[config.mk]
export PLATFORM = sky130hd
export DESIGN_NAME = risc8_fetch_seq
export DESIGN_NICKNAME = d
export VERILOG_FILES = /design/src/rtl/risc8_fetch_seq.sv
export SDC_FILE = /design/constraint.sdc
export NUM_CORES = 1
export LEC_CHECK = 0
export CORE_ASPECT_RATIO = 0.75
export CORE_MARGIN = 4
export CORE_UTILIZATION = 35
export CTS_BUF_LIST = sky130_fd_sc_hd__clkbuf_16
export CTS_CLUSTER_SIZE = 12
export DETAILED_ROUTE_END_ITERATION = 8
export PLACE_DENSITY_LB_ADDON = 0.12
export SYNTH_ARGS = -nofsm -noshare
export SYNTH_HDL_FRONTEND = slang
export SYNTH_SLANG_ARGS = --single-unit
[constraint.sdc]
create_clock -name clk -period 2.9 [get_ports clk]
set_input_delay 0.58 -clock clk [delete_from_list [all_inputs] [get_ports clk]]
set_output_delay 0.58 -clock clk [all_outputs]
set_load 0.01 [all_outputs]
[src/rtl/risc8_fetch_seq.sv]
// risc8 instruction fetch sequencer.
// Fetches one opcode byte and 0-3 immediate bytes from byte-wide program memory. The memory
// returns read data one cycle after the strobe. Each complete instruction is presented on a
// valid/ready handshake. A redirect from execute restarts fetch at a new PC.
module risc8_fetch_seq #(
    parameter int unsigned     PC_W    = 16,
    parameter logic [PC_W-1:0] RST_VEC = '0
) (
    input  logic            clk,
    input  logic            rst_n,
    // program memory
    output logic [PC_W-1:0] pm_addr,
    output logic            pm_rd,
    input  logic [7:0]      pm_data,
    // decoder size lookup
    output logic [7:0]      dec_opcode,
    input  logic [1:0]      dec_isize,
    // redirect from execute
    input  logic            redirect,
    input  logic [PC_W-1:0] redirect_pc,
    // instruction output
    output logic            out_valid,
    input  logic            out_ready,
    output logic [7:0]      out_instr,
    output logic [23:0]     out_imm,
    output logic [PC_W-1:0] out_pc
);

    typedef enum logic [1:0] {StOp, StOpw, StImm, StOut} state_e;

    localparam logic [PC_W-1:0] PcOne = PC_W'(1);

    state_e          state;
    logic [PC_W-1:0] pc;
    logic [PC_W-1:0] opc_pc;
    logic [1:0]      cnt;
    logic [1:0]      idx;
    logic            imm_last;

    assign imm_last = (idx + 2'd1) == cnt;
    assign pm_addr  = pc;

    // Opcode goes straight from memory to the decoder while it is arriving; otherwise hold it.
    assign dec_opcode = (state == StOpw) ? pm_data : out_instr;

    // Read strobe: issued whenever the next state consumes a new byte; suppressed by redirect
    // and while reset is asserted.
    always_comb begin
        pm_rd = 1'b0;
        unique case (state)
            StOp:  pm_rd = 1'b1;
            StOpw: pm_rd = (dec_isize != 2'd0);
            StImm: pm_rd = !imm_last;
            StOut: pm_rd = 1'b0;
        endcase
        if (redirect || !rst_n) begin
            pm_rd = 1'b0;
        end
    end

    // Fetch FSM with registered instruction outputs; redirect overrides every state.
    always_ff @(posedge clk or negedge rst_n) begin
        if (!rst_n) begin
            state     <= StOp;
            pc        <= RST_VEC;
            opc_pc    <= '0;
            cnt       <= 2'd0;
            idx       <= 2'd0;
            out_valid <= 1'b0;
            out_instr <= 8'h00;
            out_imm   <= 24'h0;
            out_pc    <= '0;
        end else if (redirect) begin
            // In-flight read data is simply never consumed once we are back in StOp.
            pc        <= redirect_pc;
            state     <= StOp;
            out_valid <= 1'b0;
        end else begin
            unique case (state)
                StOp: begin
                    opc_pc <= pc;
                    pc     <= pc + PcOne;
                    state  <= StOpw;
                end
                StOpw: begin
                    out_instr <= pm_data;
                    cnt       <= dec_isize;
                    out_imm   <= 24'h0;
                    idx       <= 2'd0;
                    if (dec_isize == 2'd0) begin
                        out_valid <= 1'b1;
                        out_pc    <= opc_pc;
                        state     <= StOut;
                    end else begin
                        pc    <= pc + PcOne;
                        state <= StImm;
                    end
                end
                StImm: begin
                    unique case (idx)
                        2'd0:    out_imm[7:0]   <= pm_data;
                        2'd1:    out_imm[15:8]  <= pm_data;
                        default: out_imm[23:16] <= pm_data;
                    endcase
                    idx <= idx + 2'd1;
                    if (imm_last) begin
                        out_valid <= 1'b1;
                        out_pc    <= opc_pc;
                        state     <= StOut;
                    end else begin
                        pc <= pc + PcOne;
                    end
                end
                StOut: begin
                    if (out_ready) begin
                        out_valid <= 1'b0;
                        state     <= StOp;
                    end
                end
            endcase
        end
    end

endmodule
==> out/qor.yml <==
yosys-top-cells-count: "dfrtp_1 (87), mux2_2 (74), nand2_1 (20), a31oi_1 (12), nor2_1 (12)"
worstPathCellList: "inv_1, ha_2, buf_4, mux2_2, clkdlybuf4s50_1"
grt_antenna_before_repair: 0
grt_pass1_vias: 2964
relSlewSlack_pct: 38.6
dieArea_um2: 13100
syn_area_um2: 3960
top_usage_layer: "met2"
syn_nets: 352
detailed_place_hpwl_mm: 6.96
p_clk_share_pct: 18.8
dp_slack_ns: 0.159
slowest_delay_ns: 0.48
setup_ws_ns: 0.203
p_leak_nw: 2.32
drt-total-wl_mm: 9.58
startpoint: "state[1]$_DFFE_PN0P_"
crit_arrival_ns: 2.12
drt_iter0_markers: 91
maxCapViolations: 0
outcome: "complete, no violations"
finalCriticalPeriod_ns: 2.70
nets: 466
synth_largest_area_cell: "dfrtp_1"
ys_seq_area_share_pct: 55.0
holdBufCountCts: 0
fin_util_pct: 50.3
cts_root_buf: "clkbuf_16"
place_area_um2: 5170
synth_top_area_share_pct: 55.0
start_util_pct: 36.1
start_kind: "register"
critPathKind: "register to output port"
internal_power_w: 0.00406
syn_inst: 315
row_count: 33
cts_buffers: 9
finalSetupTns_ns: 0
synth_edf_count: 0
fp.dieH_um: 100
rrSetupSlack_ns: 0.51
cts_num_sinks: 87
die_w_um: 131
core_um2: 11000
timing.rr.end: "pm_addr[8]$_DFFE_PN0P_"
synthesis.yosys.warnings: 0
worstRegToRegCells: 6
grt_max_degree: 49
grt_pass1_wl_mm: 15.7
antenna_cells: 0
fin_area_um2: 5530
p_sw_share_pct: 33.1
drc: 0
p_per_area_nw_per_um2: 1100
setup_viol: 0
grt_usage_pct: 15.5
slowest_stage: "clkdlybuf4s50_1"
place.port_buffers: 103
ys_top_cells_by_area: "dfrtp_1 (55%), mux2_2 (21%), ha_1 (2.2%)"
clock_skew_ns: 0.00715
use_met2_pct: 23.2
fill_cells: 996
io_pins: 104
ir_drop_uv: 508
drv_slew: 0
drtAntennaViolNets: 0
worstMarginPinSlew_ns: 0.921
max_freq_mhz: 371
end_kind: "output port"
endpoint: "dec_opcode[7]"
vias: 2890
worstPathRequired_ns: 2.32
hold_path.class: "input pin to asynchronous set/reset pin"
timing.rr.start: "idx[0]$_DFFE_PN0P_"
insertion_delay_ns: 0.33
routedWlPerCell_um: 16.7
yosysMostFrequentCell: "dfrtp_1"
syn_avg_cell_area_um2: 12.6
gp_congestion: 0.762
area_growth_syn_to_layout_pct: 39.5
cts_tree: "built"
yosysUniqueCellTypes: 39
fin_crit_sh_pct: 93.0
grtUsageMet3_pct: 4.26
p_comb_share_pct: 47.2
async_flop_share_pct: 100
power.switching_w: 0.00201
grtUsageMet1_pct: 22.5
viasPerCell: 5.03
crit_fanout: 9
drive_above_1_share_pct: 26.0
hold_viol_final: 0
htreeDepth: 3
ys_seq_elements: 87
seqPwrFrac_pct: 33.9
grt-ovfl-total: 0
cts_max_path_buffers: 2
synth_flop_cell: "dfrtp_1"
rsz0062_at_grt: "false"
drt_pass1_iterations: 4
path_clk_slew_ns: 0.06
through the flow:
step,std cells,total power (W),hold WS [ns]
floorplan,315,0.00360,0.284
global placement,556,0.00486,0.468
detailed placement,556,0.00491,0.490
CTS,573,0.00611,0.398
global route,574,0.00648,0.422
finish,574,0.00607,0.375
layout make-up:
type	instances	area [µm²]	area share, %
clock buffers	9	225	4.08
clock inverters	7	72.6	1.31
inverters	9	33.8	0.611
multi-input cells	207	1720	31.1
flip-flops and latches	87	2180	39.4
well taps	140	175	3.17
repair buffers	115	1120	20.3
power groups by stage:
stage | Clock [W] | Combinational, W | Sequential [W]
6_report | 0.00114 | 0.00287 | 0.00206
5_1_grt | 0.00123 | 0.00311 | 0.00214
4_1_cts | 0.00118 | 0.00286 | 0.00206
3_5_place_dp | 0 | 0.00283 | 0.00209
3_3_place_gp | 0 | 0.00280 | 0.00207
2_1_floorplan | 0 | 0.00140 | 0.00220
metal layers:
| metal | wire length, µm | part of all wire (%) |
|---|---|---|
| met1 | 4720 | 49 |
| met2 | 4400 | 46 |
| met3 | 385 | 4.0 |
| met4 | 82 | 0.86 |
| met5 | 0 | 0 |
worst min-delay path by stage:
stage / start / slack (ns) / to
after floorplan: rst_n / 0.28 / cnt[0]$_DFFE_PN0N_
after global placement: idx[1]$_DFFE_PN0P_ / 0.47 / idx[1]$_DFFE_PN0P_
after detailed placement: opc_pc[12]$_DFFE_PN0P_ / 0.49 / opc_pc[12]$_DFFE_PN0P_
after CTS: rst_n / 0.40 / opc_pc[2]$_DFFE_PN0P_
after global routing: rst_n / 0.42 / out_pc[15]$_DFFE_PN0P_
final: rst_n / 0.37 / opc_pc[0]$_DFFE_PN0P_
flip-flops by register name (all words and copies together) (netlist names):
| register | count |
|---|---|
| opc_pc | 16 |
| pm_addr | 16 |
| out_imm | 24 |
| idx | 2 |
| out_pc | 16 |
| cnt | 2 |
| out_instr | 8 |
| out_valid | 1 |
| state | 2 |
logic make-up after synthesis:
| kind of cell | share of synthesized area [%] |
|---|---|
| flip-flops | 55.0 |
| AND/OR/NAND/NOR | 10.5 |
| multiplexers | 21.3 |
| AO/OA/AOI/OAI | 7.84 |
| buffers and inverters | 2.50 |
| adder cells (fa/ha/maj) | 2.21 |
| XOR/XNOR | 0.664 |
critical path, delay by kind of cell (launching register included):
kind,cells,cell delay (ns)
buffers and inverters,3,0.79
DFF,1,0.41
muxes,1,0.35
adders and majority gates,1,0.23
cell usage in the layout, fill, tap and decap left out, types with 12 or more instances in the layout:
cell type        count
nor2_1              12
dfrtp_1             87
clkdlybuf4s50_1    101
mux2_2              74
buf_4               13
a31oi_1             12
nand2_1             20
what timing repair did:
| item | CTS | global route |
|---|---|---|
| pin swaps | 1 | 2 |
| resized for setup | 1 | 6 |
| setup buffers | 1 | 1 |
| endpoints found under the setup margin | 1 | 1 |
No activity file was read; power rests on OpenSTA's default activity.
